==> src/rtl/microtile_pin_arbiter.sv <==
`default_nettype none
// ============================================================================
//  Module   : microtile_pin_arbiter
//  Purpose  : Round-robin time-sharing of one 8-bit ui_in/uo_out pad pair
//             among N_TILES microtile designs, with bounded tenure under
//             contention. Optional turnaround cycle: ARB_TURNAROUND_EN.
//  Revision : 1.0  initial release
// ============================================================================
module microtile_pin_arbiter #(
   parameter int N_TILES     = 4,
   parameter int SLOT_CYCLES = 16
) (
   input  logic                   clk,
   input  logic                   rst,
   input  logic [N_TILES-1:0]     req,
   input  logic [7:0]             ui_in,
   input  logic [8*N_TILES-1:0]   tile_uo_out,
   output logic [8*N_TILES-1:0]   tile_ui_in,
   output logic [7:0]             uo_out,
   output logic [N_TILES-1:0]     grant,
   output logic [2:0]             owner,
   output logic                   busy
);

   localparam int                    c_tenure_w   = $clog2(SLOT_CYCLES);
   localparam logic [c_tenure_w-1:0] c_tenure_max = c_tenure_w'(SLOT_CYCLES - 1);
   localparam logic [3:0]            c_n_tiles    = 4'(N_TILES);
   localparam logic [2:0]            c_last_tile  = 3'(N_TILES - 1);
   localparam logic [N_TILES-1:0]    c_one        = N_TILES'(1);

`ifdef ARB_TURNAROUND_EN
   typedef enum logic [1:0] {S_IDLE = 2'd0, S_OWN = 2'd1, S_GAP = 2'd2} state_t;
`else
   typedef enum logic [1:0] {S_IDLE = 2'd0, S_OWN = 2'd1} state_t;
`endif

   typedef struct packed {
      logic       valid;
      logic [2:0] idx;
   } pick_t;

   // First requester at or after 'start', wrapping modulo N_TILES.
   function automatic pick_t f_arbitrate(input logic [N_TILES-1:0] r,
                                         input logic [2:0]         start);
      pick_t      p;
      logic [7:0] r8;
      logic [3:0] slot;
      p  = '0;
      r8 = '0;
      r8[N_TILES-1:0] = r;
      for (int i = 0; i < N_TILES; i++) begin
         slot = {1'b0, start} + 4'(i);
         if (slot >= c_n_tiles) slot = slot - c_n_tiles;
         if (!p.valid && r8[slot[2:0]]) begin
            p.valid = 1'b1;
            p.idx   = slot[2:0];
         end
      end
      return p;
   endfunction

   state_t                r_state, w_state_nxt;
   logic [N_TILES-1:0]    r_grant, w_grant_nxt;
   logic [2:0]            r_owner, w_owner_nxt;
   logic [2:0]            r_rr_ptr, w_rr_ptr_nxt;
   logic [2:0]            w_owner_inc;
   logic [c_tenure_w-1:0] r_tenure, w_tenure_nxt;
   logic [7:0]            r_uo_out, w_uo_nxt;
   pick_t                 w_pick_ptr;
   logic                  w_exit;

   assign w_owner_inc = (r_owner == c_last_tile) ? 3'd0 : r_owner + 3'd1;
   assign w_pick_ptr  = f_arbitrate(req, r_rr_ptr);

   // Owner released, or slot expired while someone else is waiting.
   assign w_exit = ((req & r_grant) == '0) ||
                   ((r_tenure == c_tenure_max) && ((req & ~r_grant) != '0));

`ifndef ARB_TURNAROUND_EN
   pick_t w_pick_exit;
   // Scanning from owner+1 makes the departing owner the lowest priority.
   assign w_pick_exit = f_arbitrate(req, w_owner_inc);
`endif

   always_comb begin
      w_state_nxt  = r_state;
      w_grant_nxt  = r_grant;
      w_owner_nxt  = r_owner;
      w_rr_ptr_nxt = r_rr_ptr;
      w_tenure_nxt = r_tenure;
      case (r_state)
         S_OWN: begin
            if (w_exit) begin
               w_rr_ptr_nxt = w_owner_inc;
               w_tenure_nxt = '0;
`ifdef ARB_TURNAROUND_EN
               w_state_nxt  = S_GAP;
               w_grant_nxt  = '0;
`else
               if (w_pick_exit.valid) begin
                  w_state_nxt = S_OWN;
                  w_grant_nxt = c_one << w_pick_exit.idx;
                  w_owner_nxt = w_pick_exit.idx;
               end else begin
                  w_state_nxt = S_IDLE;
                  w_grant_nxt = '0;
               end
`endif
            end else if (r_tenure != c_tenure_max) begin
               w_tenure_nxt = r_tenure + 1'b1;
            end
         end
         default: begin
            // IDLE and GAP both arbitrate from rr_ptr; owner keeps last value.
            if (w_pick_ptr.valid) begin
               w_state_nxt  = S_OWN;
               w_grant_nxt  = c_one << w_pick_ptr.idx;
               w_owner_nxt  = w_pick_ptr.idx;
               w_tenure_nxt = '0;
            end else begin
               w_state_nxt  = S_IDLE;
               w_grant_nxt  = '0;
            end
         end
      endcase
   end

   // grant is one-hot or zero, so an OR of gated lanes selects the owner lane.
   always_comb begin
      w_uo_nxt = '0;
      for (int k = 0; k < N_TILES; k++) begin
         if (r_grant[k]) w_uo_nxt = w_uo_nxt | tile_uo_out[8*k +: 8];
      end
   end

   always_ff @(posedge clk) begin
      if (rst) begin
         r_state  <= S_IDLE;
         r_grant  <= '0;
         r_owner  <= '0;
         r_rr_ptr <= '0;
         r_tenure <= '0;
         r_uo_out <= '0;
      end else begin
         r_state  <= w_state_nxt;
         r_grant  <= w_grant_nxt;
         r_owner  <= w_owner_nxt;
         r_rr_ptr <= w_rr_ptr_nxt;
         r_tenure <= w_tenure_nxt;
         r_uo_out <= w_uo_nxt;
      end
   end

   generate
      for (genvar k = 0; k < N_TILES; k++) begin : g_lane
         assign tile_ui_in[8*k +: 8] = r_grant[k] ? ui_in : 8'h00;
      end
   endgenerate

   assign grant  = r_grant;
   assign owner  = r_owner;
   assign busy   = |r_grant;
   assign uo_out = r_uo_out;

endmodule
`default_nettype wire

==> config.mk <==
export PLATFORM = sky130hd
export DESIGN_NAME = microtile_pin_arbiter
export DESIGN_NICKNAME = d
export VERILOG_FILES = /design/src/rtl/microtile_pin_arbiter.sv
export SDC_FILE = /design/constraint.sdc
export NUM_CORES = 1
export LEC_CHECK = 0
export CORE_ASPECT_RATIO = 0.6
export CORE_MARGIN = 10
export CORE_UTILIZATION = 40
export DETAILED_ROUTE_END_ITERATION = 6
export GPL_ROUTABILITY_DRIVEN = 0
export PLACE_DENSITY_LB_ADDON = 0.1
export SLEW_MARGIN = 0
export SYNTH_ARGS = -nofsm -noshare
export SYNTH_HDL_FRONTEND = slang
export SYNTH_SLANG_ARGS = --single-unit
export TNS_END_PERCENT = 100
==> constraint.sdc <==
create_clock -name clk -period 7 [get_ports clk]
set_input_delay 2.1 -clock clk [delete_from_list [all_inputs] [get_ports clk]]
set_output_delay 2.1 -clock clk [all_outputs]
set_load 0.1 [all_outputs]
# --- Word-level counts from Yosys, hierarchy flattened ---
# Index checks and enable logic that the tools add are counted.
totals:
  word_cells: 131
  out_inout_bits: 48
  register_bits: 24
  inputBits: 46
op_classes:
  add_sub_neg: 16
  n_eq_ne: 7
  bitwise_logic: 6
  n_reduce_logical: 21
  shifts: 2
  magnitude_cmp: 16
  muxes: 57
ops:
  columns: ["op", "n"]
  rows:
  - ["4-bit two-way mux", 16]
  - ["8-bit two-way mux", 8]
  - ["3-bit two-way mux", 13]
  - ["3-bit by 4-bit < comparator with 1-bit output, second input constant", 8]
  - ["1-bit binary-select mux with 3-bit select", 8]
  - ["4-bit by 3-bit >= comparator with 1-bit output, second input constant", 6]
  - ["8-bit bitwise OR", 3]
  - ["3-bit subtractor, second input constant", 8]
  - ["3-bit by 2-bit adder with 4-bit output, second input constant", 4]
  - ["1-bit two-way mux", 10]
  - ["3-bit by 1-bit adder with 4-bit output, second input constant", 2]
  - ["4-bit bitwise AND", 2]
  - ["1-bit by 3-bit left shift with 4-bit output, first input constant", 2]
  - ["1-bit logical AND", 7]
  - ["3-bit >= comparator, second input constant", 2]
  - ["1-bit logical NOT", 6]
  - ["4-bit by 1-bit adder with 4-bit output, second input constant", 1]
  - ["4-bit equality test, second input constant", 1]
  - ["4-bit logical NOT", 1]
  - ["2-bit two-way mux", 2]
  - ["2-bit inequality test, second input constant", 2]
  - ["4-bit inequality test, second input constant", 1]
  - ["4-bit NOT", 1]
  - ["2-bit AND reduction", 2]
  - ["other kinds (9)", 9]

# --- Depth between registers and ports, before layout ---
logic_depth:
  depth_word: 20
  ltp_mapped: 12

# --- Worst setup path after synthesis ---
# Ideal clock, no wire load.
synth_path:
  path_kind: "input-to-output"
  from: "in ui_in[0]"
  to: "out tile_ui_in[0]"
  t_required_ns: 4.900
  arrival_time_ns: 2.837
  stages: 1
  setup_slack_ns: 2.063
  n_path_buf: 0
  path_cell_list: "and2_1"
synth_between:
  elab_chain_cells: 1
synth_lines:
  columns: ["item", "line", "text"]
  rows:
  - ["start, declared", "16", "input logic [7:0] ui_in,"]
  - ["8-bit two-way mux", "156", "assign tile_ui_in[8*k +: 8] = r_grant[k] ? ui_in : 8'h00;"]
  - ["end, declared", "18", "output logic [8*N_TILES-1:0] tile_ui_in,"]
# Every way passes these cells.

# --- Final worst setup path ---
layout_path:
  from: "in ui_in[1]"
  to: "out tile_ui_in[9]"
# Same word-level chain as after synthesis.

==> impl_metrics.json <==
{
  "cts_tree": "yes",
  "finalHoldViolations": 0,
  "worstSetupEndpointType": "primary output",
  "relSlewSlack_pct": 32.3,
  "fill_cells": 499,
  "min_period_ns": 5.14,
  "grt_pass1_wl_um": 11900,
  "tightest_slew_ns": 1.01,
  "synth_top_area_cell": "dfxtp_1",
  "ant_nets": 0,
  "synth_top_area_share_pct": 21.5,
  "grt_pass1_vias": 2061,
  "r2r_slack_ns": 3.28,
  "synthTopCellsByCount": "33 x and2_1, 24 x nor2_1, 23 x dfxtp_1",
  "power.total_uw": 1550,
  "ys_ff_latch": 23,
  "synthCells": 269,
  "crit_required_ns": 4.90,
  "leakagePower_uw": 0.00116,
  "layout-drive-gt1-share_pct": 14.8,
  "via_count": 2251,
  "pre_cts_ws_ns": 1.85,
  "p_per_area_nw_per_um2": 523,
  "synth_area_per_cell_sq_um": 7.97,
  "crit_type": "input port to primary output",
  "die_h_um": 76.7,
  "hold_class": "register to register",
  "initial_core_util_pct": 41.8,
  "reg2reg_to": "grant[2]",
  "worstPathArrival_ns": 3.04,
  "synth_flop_cell": "dfxtp_1",
  "rsz0062_at_grt": "no",
  "yosysWarnings": 0,
  "whs_endpoint": "r_tenure[1]",
  "setup_viol": 0,
  "clock-root-buffer": "clkbuf_8",
  "area_growth_pct": 38.2,
  "drc_errors": 0,
  "async_flop_share_pct": 0,
  "synth_edf_count": 0,
  "post_drt_wl_per_cell_um": 18.4,
  "core_sq_um": 5130,
  "clock_path_buffers": 2,
  "grt_use_total_pct": 16.2,
  "syn-num-nets": 320,
  "path_max_fanout": 4,
  "die-area_sq_um": 8790,
  "grt_max_degree": 23,
  "io_pins": 94,
  "cp-start-kind": "input port",
  "cts_buffers": 3,
  "drv_slew": 0,
  "grt_antenna_before_repair": 0,
  "clock_latency_ns": 0.27,
  "reg2reg_depth": 12,
  "fmax_mhz": 195,
  "vdd_drop_max_mv": 0.256,
  "drt-vias-per-instance": 5.48,
  "nets": 397,
  "clk_pin_slew_ns": 0.08,
  "cap_violations": 0,
  "cts_sinks": 23,
  "rows": 20,
  "hold_start": "r_tenure[1]",
  "cts_setup_buffers": 0,
  "htreeDepth": 1,
  "wirelength_um": 7570,
  "first_pass_iters": 4,
  "overflow": 0,
  "antennaDiodeCount": 0,
  "status": "finished, final reports clean",
  "finalCritPeriodShare_pct": 73.4,
  "dp_hpwl_um": 5950,
  "io_buffers": 93,
  "worst_slack_ns": 1.86,
  "cts_resized": 0,
  "timing.rr.start": "owner[0]",
  "ys_seq_area_share_pct": 21.5,
  "holdBufCountCts": 0,
  "finalSetupTns_ns": 0,
  "synth.most_common_cell": "and2_1",
  "synth.area.top_cells": "dfxtp_1 21%, and2_1 9.6%, a22oi_1 7.4%, a21oi_1 5.1%, nor2_1 4.2%",
  "holdPathStages": 2,
  "synthesis.area_sq_um": 2140,
  "synth.distinct_cells": 67,
  "drt_iter0_markers": 171,
  "finClkSkew_ns": 0.00305,
  "die_w_um": 115
}
[critical path, stage by stage]
cell	delay [ns]
clkdlybuf4s50_1	0.51
and2_1	0.14
buf_4	0.29
[registers in the layout (all words and copies together), names as in the netlist]
register,count
uo_out,8
grant,4
r_tenure,4
owner,3
r_rr_ptr,3
r_state,1
[layer usage]
| metal | GRT usage (%) | share of wire, % |
|---|---|---|
| met1 | 23.7 | 49 |
| met2 | 22.9 | 41 |
| met3 | 4.82 | 9.6 |
| met4 | 2.24 | 0.48 |
| met5 | 0 | 0 |
[cell usage in the layout, fill, tap and decap left out, types with 2 or more instances in the layout]
master / n
buf_4: 32
mux2_2: 4
or3_1: 3
nor2b_1: 7
nand3_1: 2
o211ai_1: 2
clkbuf_8: 3
nor2_1: 24
mux2i_1: 5
a21bo_1: 2
a311o_1: 2
clkdlybuf4s50_1: 61
a22oi_1: 21
ha_1: 5
and2_1: 33
nor3_1: 4
inv_1: 13
a21oi_1: 22
nand4_1: 3
o21ai_0: 4
a31oi_1: 3
o31ai_1: 2
xor2_1: 4
nand2b_1: 6
o21a_1: 2
dfxtp_1: 23
nor3b_1: 2
nand2_1: 11
a211oi_1: 5
[report_power, final]
part           switching (uW)  leakage (uW)  internal (uW)
clock                    43.1     0.0000228           40.7
combinational             858      0.000951            356
sequential               85.4      0.000189            167
total                     987       0.00116            563
[stage by stage]
step / instance area, sq um / utilization (%) / cells / hold WS, ns
6_report: 2960 / 57.8 / 411 / 0.480
5_1_grt: 2960 / 57.8 / 411 / 0.526
4_1_cts: 2960 / 57.8 / 411 / 0.484
3_5_place_dp: 2920 / 56.9 / 407 / 0.473
3_3_place_gp: 2920 / 56.9 / 407 / 0.465
2_1_floorplan: 2140 / - / 269 / 0.449
[area by class of cell]
type	count	area, sq um	area share [%]
multi-input cells	212	1480	49.8
repair buffers	93	851	28.7
flip-flops and latches	23	460	15.5
well taps	66	82.6	2.79
inverters	13	48.8	1.65
clock buffers	4	45.0	1.52
[worst max-delay path by stage]
| stage | slack, ns | cells after the start | start | endpoint |
|---|---|---|---|---|
| 4_1_cts | 1.85 | 3 | ui_in[1] | tile_ui_in[9] |
| 5_1_grt | 1.82 | 3 | ui_in[2] | tile_ui_in[2] |
| 2_1_floorplan | 2.06 | 1 | ui_in[0] | tile_ui_in[0] |
| 3_5_place_dp | 1.85 | 3 | ui_in[1] | tile_ui_in[9] |
| 3_3_place_gp | 1.87 | 3 | ui_in[1] | tile_ui_in[17] |
| 6_report | 1.86 | 3 | ui_in[1] | tile_ui_in[9] |
[kinds of logic after synthesis]
group / Yosys count / share of synthesized area [%]
adders and majority gates: 5 / 2.92
and+or+nand+nor: 104 / 26.8
buffers and inverters: 34 / 9.74
muxes: 11 / 6.01
DFF: 23 / 21.5
AOI/OAI and AO/OA: 87 / 31.0
xor gates and xnor gates: 5 / 2.04
Note: power is estimated with default switching activity, not from simulation.
